<file path="config.mk">
export PLATFORM = sky130hd
export DESIGN_NAME = q_edge_logger
export DESIGN_NICKNAME = d
export VERILOG_FILES = /design/src/rtl/q_edge_logger.sv
export SDC_FILE = /design/constraint.sdc
export NUM_CORES = 1
export LEC_CHECK = 0
export ABC_AREA = 1
export CAP_MARGIN = 25
export CORE_UTILIZATION = 52
export CTS_CLUSTER_SIZE = 24
export DETAILED_ROUTE_END_ITERATION = 7
export GPL_TIMING_DRIVEN = 0
export PLACE_DENSITY = 0.77
export SYNTH_ARGS = -nofsm -noshare
export SYNTH_HDL_FRONTEND = slang
export SYNTH_SLANG_ARGS = --single-unit
</file>
<file path="constraint.sdc">
create_clock -name clk -period 2.05 [get_ports clk]
set_clock_uncertainty 0.05 [all_clocks]
set_input_delay 0.205 -clock clk [delete_from_list [all_inputs] [get_ports clk]]
set_output_delay 0.205 -clock clk [all_outputs]
set_load 0.05 [all_outputs]
</file>
<file path="src/rtl/q_edge_logger.sv">
// q_edge_logger
//
// Logs every accepted transition of the upstream stage output q as a
// timestamped event in a small first-word-fall-through FIFO. A consumer
// drains the FIFO over a valid/ready handshake. Events that find the FIFO
// full (with no pop in the same cycle) are dropped and counted.
//
// Build option: define Q_EDGE_LOGGER_GLITCH_FILTER_EN to compile in the glitch
// filter. With the filter, q must differ from the accepted level for
// FILTER_LEN consecutive samples before an event is logged. Without it,
// every sampled transition is logged one cycle after it is sampled.
//
// Parameters:
//   TS_W       timestamp counter width
//   DEPTH      FIFO entries (power of two, >= 2)
//   FILTER_LEN stability length in samples (filter build only, >= 2)
//
// Ports:
//   clk, rst   clock; asynchronous active-high reset
//   a, b, c    operands driven into the upstream stage
//   q          upstream stage output
//   ev_valid   FIFO head holds an event
//   ev_ready   consumer accepts the head event
//   ev_rise    1 = rising edge of q, 0 = falling edge
//   ev_abc     {a,b,c} sampled together with the q value that caused the event
//   ev_ts      timestamp of the event (ts of the cycle the edge was sampled in)
//   drop_cnt   dropped-event count, saturates at 255
//   ovf        sticky, set on the first drop
module q_edge_logger #(
    parameter int TS_W       = 16,
    parameter int DEPTH      = 4,
    parameter int FILTER_LEN = 3
) (
    input  logic            clk,
    input  logic            rst,
    input  logic            a,
    input  logic            b,
    input  logic            c,
    input  logic            q,
    output logic            ev_valid,
    input  logic            ev_ready,
    output logic            ev_rise,
    output logic [2:0]      ev_abc,
    output logic [TS_W-1:0] ev_ts,
    output logic [7:0]      drop_cnt,
    output logic            ovf
);

    localparam int AW = $clog2(DEPTH);

    generate
        if (DEPTH < 2 || (DEPTH & (DEPTH - 1)) != 0) begin : g_bad_depth
            $error("q_edge_logger: DEPTH must be a power of two and at least 2");
        end
        if (FILTER_LEN < 2) begin : g_bad_filter
            $error("q_edge_logger: FILTER_LEN must be at least 2");
        end
    endgenerate

    // ---- sampling stage: q, operands and timestamp captured together ----
    logic            q_s;
    logic [2:0]      abc_s;
    logic [TS_W-1:0] ts;
    logic [TS_W-1:0] ts_s;

    always_ff @(posedge clk or posedge rst) begin
        if (rst) begin
            q_s <= 1'b0;
            ts  <= '0;
        end else begin
            q_s <= q;
            ts  <= ts + 1'b1;
        end
    end

    // Data-only registers: they are always written the cycle before any
    // event can consume them, so they need no reset.
    always_ff @(posedge clk) begin
        abc_s <= {a, b, c};
        ts_s  <= ts;
    end

    // ---- level acceptance stage: q_f and event generation ----
    logic q_f;
    logic wr_en;

`ifdef Q_EDGE_LOGGER_GLITCH_FILTER_EN
    localparam int CW = $clog2(FILTER_LEN);

    // Counts edges at which q_s has disagreed with q_f; the edge that would
    // make the count reach FILTER_LEN is the one that accepts the new level.
    logic [CW-1:0] flt_cnt;

    always_ff @(posedge clk or posedge rst) begin
        if (rst) begin
            q_f     <= 1'b0;
            flt_cnt <= '0;
        end else if (q_s == q_f) begin
            flt_cnt <= '0;
        end else if (flt_cnt == CW'(FILTER_LEN - 1)) begin
            q_f     <= q_s;
            flt_cnt <= '0;
        end else begin
            flt_cnt <= flt_cnt + 1'b1;
        end
    end

    assign wr_en = (q_s != q_f) && (flt_cnt == CW'(FILTER_LEN - 1));
`else
    always_ff @(posedge clk or posedge rst) begin
        if (rst) begin
            q_f <= 1'b0;
        end else begin
            q_f <= q_s;
        end
    end

    assign wr_en = (q_s != q_f);
`endif

    // ---- event FIFO stage ----
    // Pointers carry one extra wrap bit so full and empty are distinguishable.
    logic [AW:0]     wr_ptr;
    logic [AW:0]     rd_ptr;
    logic            rise_mem [DEPTH];
    logic [2:0]      abc_mem  [DEPTH];
    logic [TS_W-1:0] ts_mem   [DEPTH];
    logic            empty;
    logic            full;
    logic            pop;
    logic            push;
    logic            drop;

    assign empty = (wr_ptr == rd_ptr);
    assign full  = ((wr_ptr ^ rd_ptr) == {1'b1, {AW{1'b0}}});
    assign pop   = ev_valid && ev_ready;
    // A pop in the same cycle frees the slot the write needs.
    assign push  = wr_en && (!full || pop);
    assign drop  = wr_en && full && !pop;

    always_ff @(posedge clk or posedge rst) begin
        if (rst) begin
            wr_ptr <= '0;
            rd_ptr <= '0;
        end else begin
            if (push) begin
                wr_ptr <= wr_ptr + 1'b1;
            end
            if (pop) begin
                rd_ptr <= rd_ptr + 1'b1;
            end
        end
    end

    always_ff @(posedge clk) begin
        if (push) begin
            rise_mem[wr_ptr[AW-1:0]] <= q_s;
            abc_mem[wr_ptr[AW-1:0]]  <= abc_s;
            ts_mem[wr_ptr[AW-1:0]]   <= ts_s;
        end
    end

    // Head fields are forced to 0 while empty so they read as 0 out of reset.
    assign ev_valid = !empty;
    assign ev_rise  = ev_valid & rise_mem[rd_ptr[AW-1:0]];
    assign ev_abc   = ev_valid ? abc_mem[rd_ptr[AW-1:0]] : 3'b000;
    assign ev_ts    = ev_valid ? ts_mem[rd_ptr[AW-1:0]] : '0;

    // ---- drop accounting ----
    always_ff @(posedge clk or posedge rst) begin
        if (rst) begin
            drop_cnt <= 8'd0;
            ovf      <= 1'b0;
        end else if (drop) begin
            ovf <= 1'b1;
            if (drop_cnt != 8'hFF) begin
                drop_cnt <= drop_cnt + 8'd1;
            end
        end
    end

endmodule

</file>
==> impl_summary.log, run 1 <==
INFO  metric most-common-layout-cells = edfxtp_1, nor2_1, nand2_1
INFO  metric timing.critical_path.to = ev_ts[12]
INFO  metric failed_checks = setup timing
INFO  metric die_x = around 100 um
INFO  metric via_count_of_the_first_global_routing_pass = 3,519
INFO  metric power.density = 1770 mW/mm^2
INFO  metric place.detailed.hpwl = 6200 um
INFO  metric starting_utilization_of_the_core_area = 0.533
INFO  metric finalHoldViolCount = 0
INFO  metric utilization_after_layout = 0.704
INFO  metric grt_start_max_net_pins = 18
INFO  metric cts.htree.levels = 4
INFO  metric max_cap_viol_count = 0
INFO  metric post_synth.cell_area_avg = between 10 and 15 sq um
INFO  metric final_max_slew_viol_count = 0
INFO  metric cp-startpoint = rd_ptr[0]
INFO  metric layout_commonest_cell = edfxtp_1
INFO  metric timing.final.ws_setup = -130 ps
INFO  metric unrepaired_setup_endpoints_after_global_routing = yes
INFO  metric fmax = around 460 MHz
INFO  metric ctsRootBufferMaster = clkbuf_8
INFO  metric finalSetupViolCount = 21
INFO  metric numClockSinks = 132
INFO  metric synthesis.yosys.warnings = 0
INFO  metric tritoncts_clock_tree = yes
INFO  metric static_power_due_to_leakage = 2.91 nW
INFO  metric worstSetupEndpointType = primary output
INFO  metric ys_top_cells_by_area = edfxtp_1, dfrtp_1, dfxtp_1
INFO  metric dieHeight = 102 um
INFO  metric design_area = slightly below 0.007 sq mm
INFO  metric design.core.area = 0.00968 sq mm
INFO  metric critPathMaxFanout = 10
INFO  metric regToRegSetupSlack = 110 ps
INFO  metric postSynthCellCount = around 450
INFO  metric ys_types = 29
INFO  metric post-route-period-util = 1.06
INFO  metric die-area = 0.0103 sq mm
INFO  metric clock_tree.buffer_depth = 2
INFO  metric critPathLaunchType = register
INFO  metric total_grt_usage = 0.220
INFO  metric floorplan.io_pins = 37
INFO  metric post_drt_via_cell_ratio = about 5.4
INFO  metric dr_vias = between 3,000 and 4,000
INFO  metric slew-limit-headroom = 0.500
INFO  metric post_cts_hold_buffer_count = 0
INFO  metric drt-wirelength-per-cell = about 17 um
INFO  metric cts_buffers = 17
INFO  metric drt_pass1_iterations = 5
INFO  metric share_of_post_route_cells_with_drive_strength_above_1 = 0.282
INFO  metric antenna_cells_inserted = 0
INFO  metric critPathRequiredTime = 1790 ps
INFO  metric floorplan.rows = 36
INFO  metric critical_path.reg2reg.startpoint = rd_ptr[0]
INFO  metric synth.ff_latch_count = around 130
INFO  metric clk_latency = 520 ps
INFO  metric gp_routability_congestion = 0.786
INFO  metric worstRegToRegCells = 7
INFO  metric post-place-ws = -449 ps
INFO  metric critical_path.reg2reg.endpoint = ts_mem[0][5]
INFO  metric synth.top_cell.area_share = 0.465
INFO  metric worst_slew_pin_slew = between 700 and 800 ps
INFO  metric dpl-instance-area = a little under 0.006 sq mm
INFO  metric minimum_clock_period = 2180 ps
INFO  metric antenna_found_initial = 0
INFO  metric wirelength = 11,300 um
INFO  metric worst_setup_path_category = register to primary output
INFO  metric clk_transition_reported_paths = approximately 60 ps
INFO  metric grt_first_pass_wirelength = 16,600 um
INFO  metric netlist_area = 0.00516 sq mm
INFO  metric area_leader_netlist = edfxtp_1
INFO  metric global_route.overflow_total = 0
INFO  metric area_growth_from_synthesis_to_layout = 32.1%
INFO  metric synth_seq_area_share = 0.699
INFO  metric io_buffer_count = 36
INFO  metric arrival = a little under 2000 ps
INFO  metric design.final.nets = 533
INFO  metric status = finished with violations
INFO  metric detail_route.drc_violations = 0
INFO  metric number_of_drc_violations_after_detailed_routing_iteration_0 = 425
INFO  metric min-delay-path-class = input port to async pin
INFO  metric ir_drop = 0.900 mV
INFO  metric num-fill-cells = roughly 560
INFO  metric route.antenna.remaining_nets = 0
INFO  metric synth.net_count = about 460
kinds of logic after synthesis:
kind of cell / Yosys count / synth area share
xor+xnor: 18 / 0.0305
simple gates: 163 / 0.136
buf+inv: 62 / 0.0477
flops: 132 / 0.699
fa+ha+maj: 7 / 0.0170
compound gates: 66 / 0.0693
timing repair:
action | in CTS | in global routing
gates resized for setup | 191 | 83
pin swaps | 1 | 8
setup endpoints to repair | 54 | 67
cloned | 0 | 2
setup buffers | 2 | 7
worst max-delay path, stage by stage (launching register included):
cell      delay (ps)
dfrtp_2          460
clkinv_4         140
clkbuf_8         200
o21ai_0          230
o22ai_1          120
nand2_2           80
inv_2             40
buf_8            140
layer usage:
metal	vias up	share of wire	track usage
li1	1663	-	-
met1	1769	0.38	0.261
met2	157	0.53	0.372
met3	31	0.062	0.0511
met4	0	0.026	0.115
met5	-	0	0
Yosys cell counts (all sizes together):
| cell type | number |
|---|---|
| nor2 | 59 |
| ha | 7 |
| nand4 | 12 |
| o21ai | 44 |
| dfxtp | 19 |
| a21o | 1 |
| xnor2 | 6 |
| a21oi | 1 |
| edfxtp | 80 |
| xor2 | 12 |
| nor3 | 3 |
| o22ai | 20 |
| nand3 | 13 |
| nand2 | 74 |
| dfrtp | 33 |
| nand3b | 1 |
| clkbuf | 12 |
| buf | 4 |
| nor4 | 1 |
| inv | 46 |
stage by stage:
step / setup TNS (ps) / power [mW] / std cells / hold WS [ps]
2_1_floorplan: -13530 / 6.35 / 448 / 183
3_3_place_gp: -89480 / 7.65 / 617 / 326
3_5_place_dp: -14130 / 7.82 / 622 / 327
4_1_cts: -228 / 11.2 / 656 / 63.4
5_1_grt: -3430 / 12.5 / 665 / 86.0
6_report: -2020 / 12.1 / 665 / 67.6
how the worst min path moves through the flow:
stage | endpoint | slack (ps)
final | ts[12] | 70
after global routing | abc_s[1] | 90
after CTS | abc_s[2] | 60
after detailed placement | ts_s[3] | 330
after global placement | ts_s[14] | 330
after floorplan | abc_s[0] | 180
power breakdown:
group | total, mW | switching, mW | leakage (nW) | internal (mW)
Clock | 2.94 | 1.22 | 0.284 | 1.72
Sequential | 3.45 | 0.206 | 1.35 | 3.24
Combinational | 5.67 | 3.59 | 1.27 | 2.09
registers in the layout (all words and copies together) (netlist names):
signal    count
drop_cnt      8
abc_s         3
ts_s         16
rise_mem      4
ts_mem       64
q_f           1
rd_ptr        3
ovf           1
wr_ptr        3
q_s           1
ts           16
abc_mem      12
area by class of cell:
type                            count  area [sq um]  share of cell area
Sequential cell                   132          3610               0.530
Tap cell                          133           166              0.0244
Clock buffer                       18           439              0.0644
Multi-Input combinational cell    254          1450               0.213
Buffer                             16           184              0.0270
Clock inverter                     14           140              0.0205
Inverter                           46           180              0.0264
Timing Repair Buffer               52           644              0.0945
Note: power is estimated with default switching activity, not from simulation.
==> run 2: changes to the inputs <==
CORE_UTILIZATION = 45   (was 52)
PLACE_DENSITY = 0.68   (was 0.77)
==> run 2 against run 1 <==
  * The flow still finishes with violations (setup timing)
  * Global-route usage decreased by 2.2 points
  * Combinational power decreased by 5.8%
  * Via count decreased by 3.8%
  * Sequential power about the same
  * Register-to-register slack improved by 120 ps
  * Largest cell class unchanged
  * Largest power group unchanged
==> impl_summary.log, run 2 (synthesized netlist as in run 1, its figures left out) <==
INFO  metric die-area = 0.0119 sq mm
INFO  metric finalSetupViolCount = 1
INFO  metric antenna_found_initial = 0
INFO  metric flip_flop_count_of_the_largest_register_after_layout = 64
INFO  metric cts.htree.levels = 4
INFO  metric clock_tree.buffer_depth = 2
INFO  metric starting_utilization_of_the_core_area = 0.468
INFO  metric design.final.nets = roughly 540
INFO  metric critical-path-top-delay-family = buffers and inverters
INFO  metric via_count_of_the_first_global_routing_pass = 3,392
INFO  metric grt_first_pass_wirelength = 16,900 um
INFO  metric unrepaired_setup_endpoints_after_global_routing = yes
INFO  metric dpl-instance-area = 0.00580 sq mm
INFO  metric max_cap_viol_count = 0
INFO  metric share_of_post_route_cells_with_drive_strength_above_1 = 0.237
INFO  metric total_grt_usage = 0.198
INFO  metric grt_start_max_net_pins = 24
INFO  metric dr_vias = ~3,500
INFO  metric floorplan.io_pins = 37
INFO  metric arrival = 1800 ps
INFO  metric area_growth_from_synthesis_to_layout = 32.7%
INFO  metric post_drt_via_cell_ratio = 5.15
INFO  metric multi_input_area = about 0.0014 sq mm
INFO  metric timing.final.ws_setup = -0.745 ps
INFO  metric critPathLaunchType = register
INFO  metric tritoncts_clock_tree = yes
INFO  metric ir_drop = 1.41 mV
INFO  metric dieHeight = between 100 and 150 um
INFO  metric power.density = 1760 mW/mm^2
INFO  metric most-common-layout-cells = edfxtp_1, nand2_1, nor2_1
INFO  metric number_of_drc_violations_after_detailed_routing_iteration_0 = 280
INFO  metric holdWs = 88.7 ps
INFO  metric design_area = a little under 0.007 sq mm
INFO  metric slew-limit-headroom = 0.647
INFO  metric finalHoldViolCount = 0
INFO  metric cts_buffers = 17
INFO  metric drt_pass1_iterations = 6
INFO  metric wirelength = 10,900 um
INFO  metric antenna_cells_inserted = 0
INFO  metric place.detailed.hpwl = approximately 6600 um
INFO  metric numClockSinks = around 130
INFO  metric design.core.area = 0.0110 sq mm
INFO  metric critical_path.cell_chain = inv_4 -> nand2_4 -> nand2_4 -> nand3_4 -> clkbuf_16 -> nand2_1 -> inv_2 -> buf_6
INFO  metric minimum_clock_period = 2050 ps
INFO  metric layout.area.seq = 0.00361 sq mm
INFO  metric gp_routability_congestion = 0.715
INFO  metric cpPeakStageDelay = between 400 and 500 ps
INFO  metric global_route.overflow_total = 0
INFO  metric clk_latency = 400 ps
INFO  metric cp_common_cell = nand2_4
INFO  metric final_max_slew_viol_count = 0
INFO  metric worstSetupEndpointType = primary output
INFO  metric failed_checks = setup timing
INFO  metric num-fill-cells = 832
INFO  metric worst_slew_pin_slew = 528 ps
INFO  metric regToRegSetupSlack = 230 ps
INFO  metric critPathMaxFanout = 7
INFO  metric worst_path_max_delay_cell = dfrtp_2
INFO  metric layout_commonest_cell = edfxtp_1
INFO  metric ctsRootBufferMaster = clkbuf_16
INFO  metric drt-wirelength-per-cell = 16.1 um
INFO  metric static_power_due_to_leakage = 2.90 nW
INFO  metric die_x = 109 um
INFO  metric worst_setup_path_category = register to primary output
INFO  metric critPathRequiredTime = between 1500 and 2000 ps
INFO  metric min-delay-path-class = input port to async pin
INFO  metric route.antenna.remaining_nets = 0
INFO  metric clk_transition_reported_paths = 60 ps
INFO  metric status = finished with violations
INFO  metric detail_route.drc_violations = 0
INFO  metric io_buffer_count = 36
INFO  metric crit_buf_inv = 4
INFO  metric floorplan.rows = 38
INFO  metric fmax = 488 MHz
INFO  metric post-route-period-util = 1.00
## run 2: cell count changes in the layout (fill, tap and decap cells not counted), moves of 8 or more
cell / before / now
nand2_1: 49 / 61
nand2_2: 18 / 9
inv_2: 21 / 10
inv_1: 23 / 35
buf_8: 18 / 7
buf_6: 12 / 20
## run 2: final cells by class
class / count / share of cell area
buffer: 14 / 0.0183
clock inverter: 10 / 0.0259
sequential: 132 / 0.528
tap: 140 / 0.0256
multi-input combinational: 254 / 0.205
timing repair buffer: 58 / 0.104
clock buffer: 22 / 0.0678
inverter: 46 / 0.0256
## run 2: where the power goes
part | switching [mW] | leakage, nW | internal, mW
Sequential | 0.195 | 1.35 | 3.24
Combinational | 3.37 | 1.24 | 1.97
Clock | 1.05 | 0.314 | 2.21
## run 2: final timing paths
check | from | to | cells past startpoint
setup / recovery | rd_ptr[0] | ev_ts[13] | 8
min in group clk | a | abc_s[2] | 1
hold reg to reg | ts[4] | ts_s[4] | 0
max in group asynchronous | rst | wr_ptr[1] | 3
setup reg to reg | rd_ptr[0] | ts_mem[3][6] | 7
hold / removal | rst | ts[10] | 2
## run 2: worst reg2reg max path, stage by stage, from the launching register on
cell,delay [ps]
dfrtp_2,470
inv_4,90
nand2_4,70
nand2_4,60
nand4_1,140
nand2_2,210
nor2_4,250
buf_16,180
## run 2: repair_timing
item                                    4_1_cts  5_1_grt
gates cloned                                  0        2
pin swaps                                     3       11
setup buffers                                 5       10
hold buffers                                  0        0
resized for setup                           159       65
endpoints found under the setup margin      101       94
## run 2: stage by stage
step / TNS (ps) / util / setup slack [ps] / std cells / power (mW)
floorplan: -13530 / - / -169 / 448 / 6.35
global placement: -96270 / 0.517 / -1160 / 624 / 7.67
detailed placement: -27980 / 0.526 / -553 / 629 / 7.83
CTS: 0 / 0.595 / 7.80 / 666 / 11.2
global route: -1360 / 0.621 / -80.5 / 676 / 12.6
finish: -0.745 / 0.621 / -0.745 / 676 / 12.0
## run 2: routing by layer
| layer | global-route usage | part of all wire | wire, um | vias up |
|---|---|---|---|---|
| met1 | 0.246 | 0.43 | 4680 | 1698 |
| met5 | 0 | 0 | 0 | - |
| met4 | 0.0618 | 0.0081 | 88 | 0 |
| met3 | 0.0634 | 0.051 | 558 | 11 |
| met2 | 0.328 | 0.51 | 5560 | 98 |
| li1 | - | - | - | 1675 |
==> run 3: changes to the inputs <==
CELL_PAD_IN_SITES_DETAIL_PLACEMENT = 1   (was not set)
CELL_PAD_IN_SITES_GLOBAL_PLACEMENT = 2   (was not set)
CORE_UTILIZATION = 35   (was 45)
CTS_CLUSTER_DIAMETER = 200   (was not set)
PLACE_DENSITY = 0.76   (was 0.68)
==> run 3 against run 2 <==
  * The run still ends with setup timing left
  * Critical path depth stayed put
  * Highest routed layer unchanged
  * Largest power group unchanged
  * Cell count rose by 7.0%
  * Register-to-register slack got worse by 70 ps
  * Count of clock-buffer cells in the layout down 2
  * Die area rose by 28%
  * Sequential share of layout area down 1.7 points
  * Flip-flop and latch count unchanged
  * Combinational power up 13%
  * Clock power down 5%
==> impl_summary.log, run 3 (synthesized netlist as in run 1, its figures left out) <==
INFO  metric status = finished with violations
INFO  metric failed_checks = setup timing
INFO  metric fin_cells = 723
INFO  metric grt_start_max_net_pins = 34
INFO  metric dr_vias = 3,538
INFO  metric tritoncts_clock_tree = yes
INFO  metric flip_flop_count_of_the_largest_register_after_layout = 64
INFO  metric detail_route.drc_violations = 0
INFO  metric slew-limit-headroom = 0.468
INFO  metric critPathRequiredTime = 1790 ps
INFO  metric critPathMaxFanout = 5
INFO  metric cells_on_worst_hold_path = 1
INFO  metric clk_transition_reported_paths = ~60 ps
INFO  metric design.core.area = 0.0145 sq mm
INFO  metric share_of_post_route_cells_with_drive_strength_above_1 = 0.314
INFO  metric critical_path.reg2reg.startpoint = rd_ptr[0]
INFO  metric route.antenna.remaining_nets = 0
INFO  metric timing.final.ws_setup = -22.5 ps
INFO  metric switching_share = 0.404
INFO  metric total_grt_usage = 0.182
INFO  metric static_power_due_to_leakage = 2.94 nW
INFO  metric min-delay-path-class = input port to register
INFO  metric design.final.nets = 540
INFO  metric ir_drop = 1.20 mV
INFO  metric cts.htree.levels = 4
INFO  metric antenna_cells_inserted = 0
INFO  metric wirelength = 12,500 um
INFO  metric fmax = between 400 and 500 MHz
INFO  metric io_buffer_count = 36
INFO  metric unrepaired_setup_endpoints_after_global_routing = yes
INFO  metric place_inst = approximately 670
INFO  metric finalSetupViolCount = 3
INFO  metric die_x = 123 um
INFO  metric clock_tree.buffer_depth = 2
INFO  metric worst_setup_path_category = register to primary output
INFO  metric grt_first_pass_wirelength = 20,000 um
INFO  metric layout_commonest_cell = edfxtp_1
INFO  metric die-area = approximately 0.015 sq mm
INFO  metric power.share.combinational = 0.479
INFO  metric starting_utilization_of_the_core_area = 0.357
INFO  metric minimum_clock_period = 2070 ps
INFO  metric drt_pass1_iterations = 4
INFO  metric num-fill-cells = 1,509
INFO  metric gp_routability_congestion = 0.732
INFO  metric worstHoldStart = b
INFO  metric ctsRootBufferMaster = clkbuf_16
INFO  metric power.density = 1780 mW/mm^2
INFO  metric numClockSinks = 132
INFO  metric regToRegSetupSlack = around 160 ps
INFO  metric via_count_of_the_first_global_routing_pass = 3,833
INFO  metric post_cts_hold_buffer_count = 0
INFO  metric power.clock.fraction = 0.247
INFO  metric critPathLaunchType = register
INFO  metric finalHoldViolCount = 0
INFO  metric arrival = 1820 ps
INFO  metric drt-wirelength-per-cell = around 17 um
INFO  metric dieHeight = 123 um
INFO  metric antenna_found_initial = 0
INFO  metric most-common-layout-cells = edfxtp_1, nand2_1, nor2_1
INFO  metric cts_buffers = 17
INFO  metric utilization_after_layout = 0.488
INFO  metric final_max_slew_viol_count = 0
INFO  metric worst_slew_pin_slew = 799 ps
INFO  metric place.detailed.hpwl = 7660 um
INFO  metric power = ~13 mW
INFO  metric number_of_drc_violations_after_detailed_routing_iteration_0 = 194
INFO  metric worstSetupEndpointType = primary output
INFO  metric clk_latency = around 420 ps
INFO  metric floorplan.rows = 44
INFO  metric global_route.overflow_total = 0
INFO  metric post_drt_via_cell_ratio = 4.89
INFO  metric max_cap_viol_count = 0
INFO  metric p_seq_frac = 0.274
INFO  metric floorplan.io_pins = 37
INFO  metric area_growth_from_synthesis_to_layout = 36.9%
INFO  metric worst_hold_path.endpoint = abc_s[1]
INFO  metric worstRegToRegCells = 7
INFO  metric cellInternalPower = 7.50 mW
INFO  metric post-route-period-util = 1.01
INFO  metric p_sw = roughly 5.1 mW
INFO  metric critical_path.reg2reg.endpoint = ts_mem[0][13]
## run 3: cell count changes in the layout (fill, tap and decap cells not counted), moves of 8 or more
cell     before  now
o21ai_0      41   14
o21ai_2       0   14
o21ai_1       3   13
buf_8         7   16
inv_1        35   27
## run 3: worst max-delay path: stages (launching register included)
cell and delay, ps:
dfrtp_2 440, buf_6 130, buf_6 110, buf_8 130, o21ai_4 60, o22ai_2 250, nand2_4 70, inv_2 60
buf_8 130
## run 3: area by class of cell
class	count	area, sq um	area share
flip-flops and latches	132	3610	0.511
inverters	46	180	0.0255
repair buffers	62	708	0.100
clock buffers	20	457	0.0646
multi-input cells	254	1570	0.222
clock inverters	12	153	0.0216
plain buffers	13	158	0.0223
well taps	184	230	0.0326
## run 3: how the worst max path moves through the flow
stage,startpoint,to,slack [ps],cells after the start
6_report,rd_ptr[0],ev_ts[10],-20,8
5_1_grt,rd_ptr[0],ev_ts[10],-100,8
4_1_cts,rd_ptr[0],ev_ts[5],-80,8
3_5_place_dp,rd_ptr[0],ev_abc[0],-550,7
3_3_place_gp,ev_ready,ts_mem[3][12],-1240,5
2_1_floorplan,rd_ptr[0],abc_mem[0][0],-170,6
## run 3: layer usage
metal / vias to the layer above / global-route usage / wire length (um)
met5: - / 0 / 0
met4: 0 / 0.0821 / 299
met2: 55 / 0.322 / 6600
met1: 1776 / 0.210 / 5280
li1: 1678 / - / -
met3: 29 / 0.0401 / 361
## run 3: power groups by stage
stage	combinational, mW	clock, mW	sequential (mW)
5_1_grt	6.41	3.27	3.48
6_report	6.03	3.11	3.44
3_5_place_dp	4.45	0	3.47
2_1_floorplan	2.81	0	3.54
4_1_cts	5.67	3.16	3.42
3_3_place_gp	4.30	0	3.48
## run 3: through the flow
stage               area (sq um)  TNS [ps]  worst slack [ps]  hold slack [ps]
floorplan                   5160    -13530              -169              183
global placement            5750   -104740             -1240              329
detailed placement          5820    -31570              -552              339
CTS                         6960      -675             -79.8              164
global route                7070      -675             -96.7              168
finish                      7070     -47.5             -22.5              179
## run 3: repair_timing
action                     4_1_cts  5_1_grt
hold endpoints to repair         0        0
setup endpoints to repair      101       66
gates resized for setup        229       81
pin swaps                       11       12
cloned                           3        0
setup buffers                   20        1
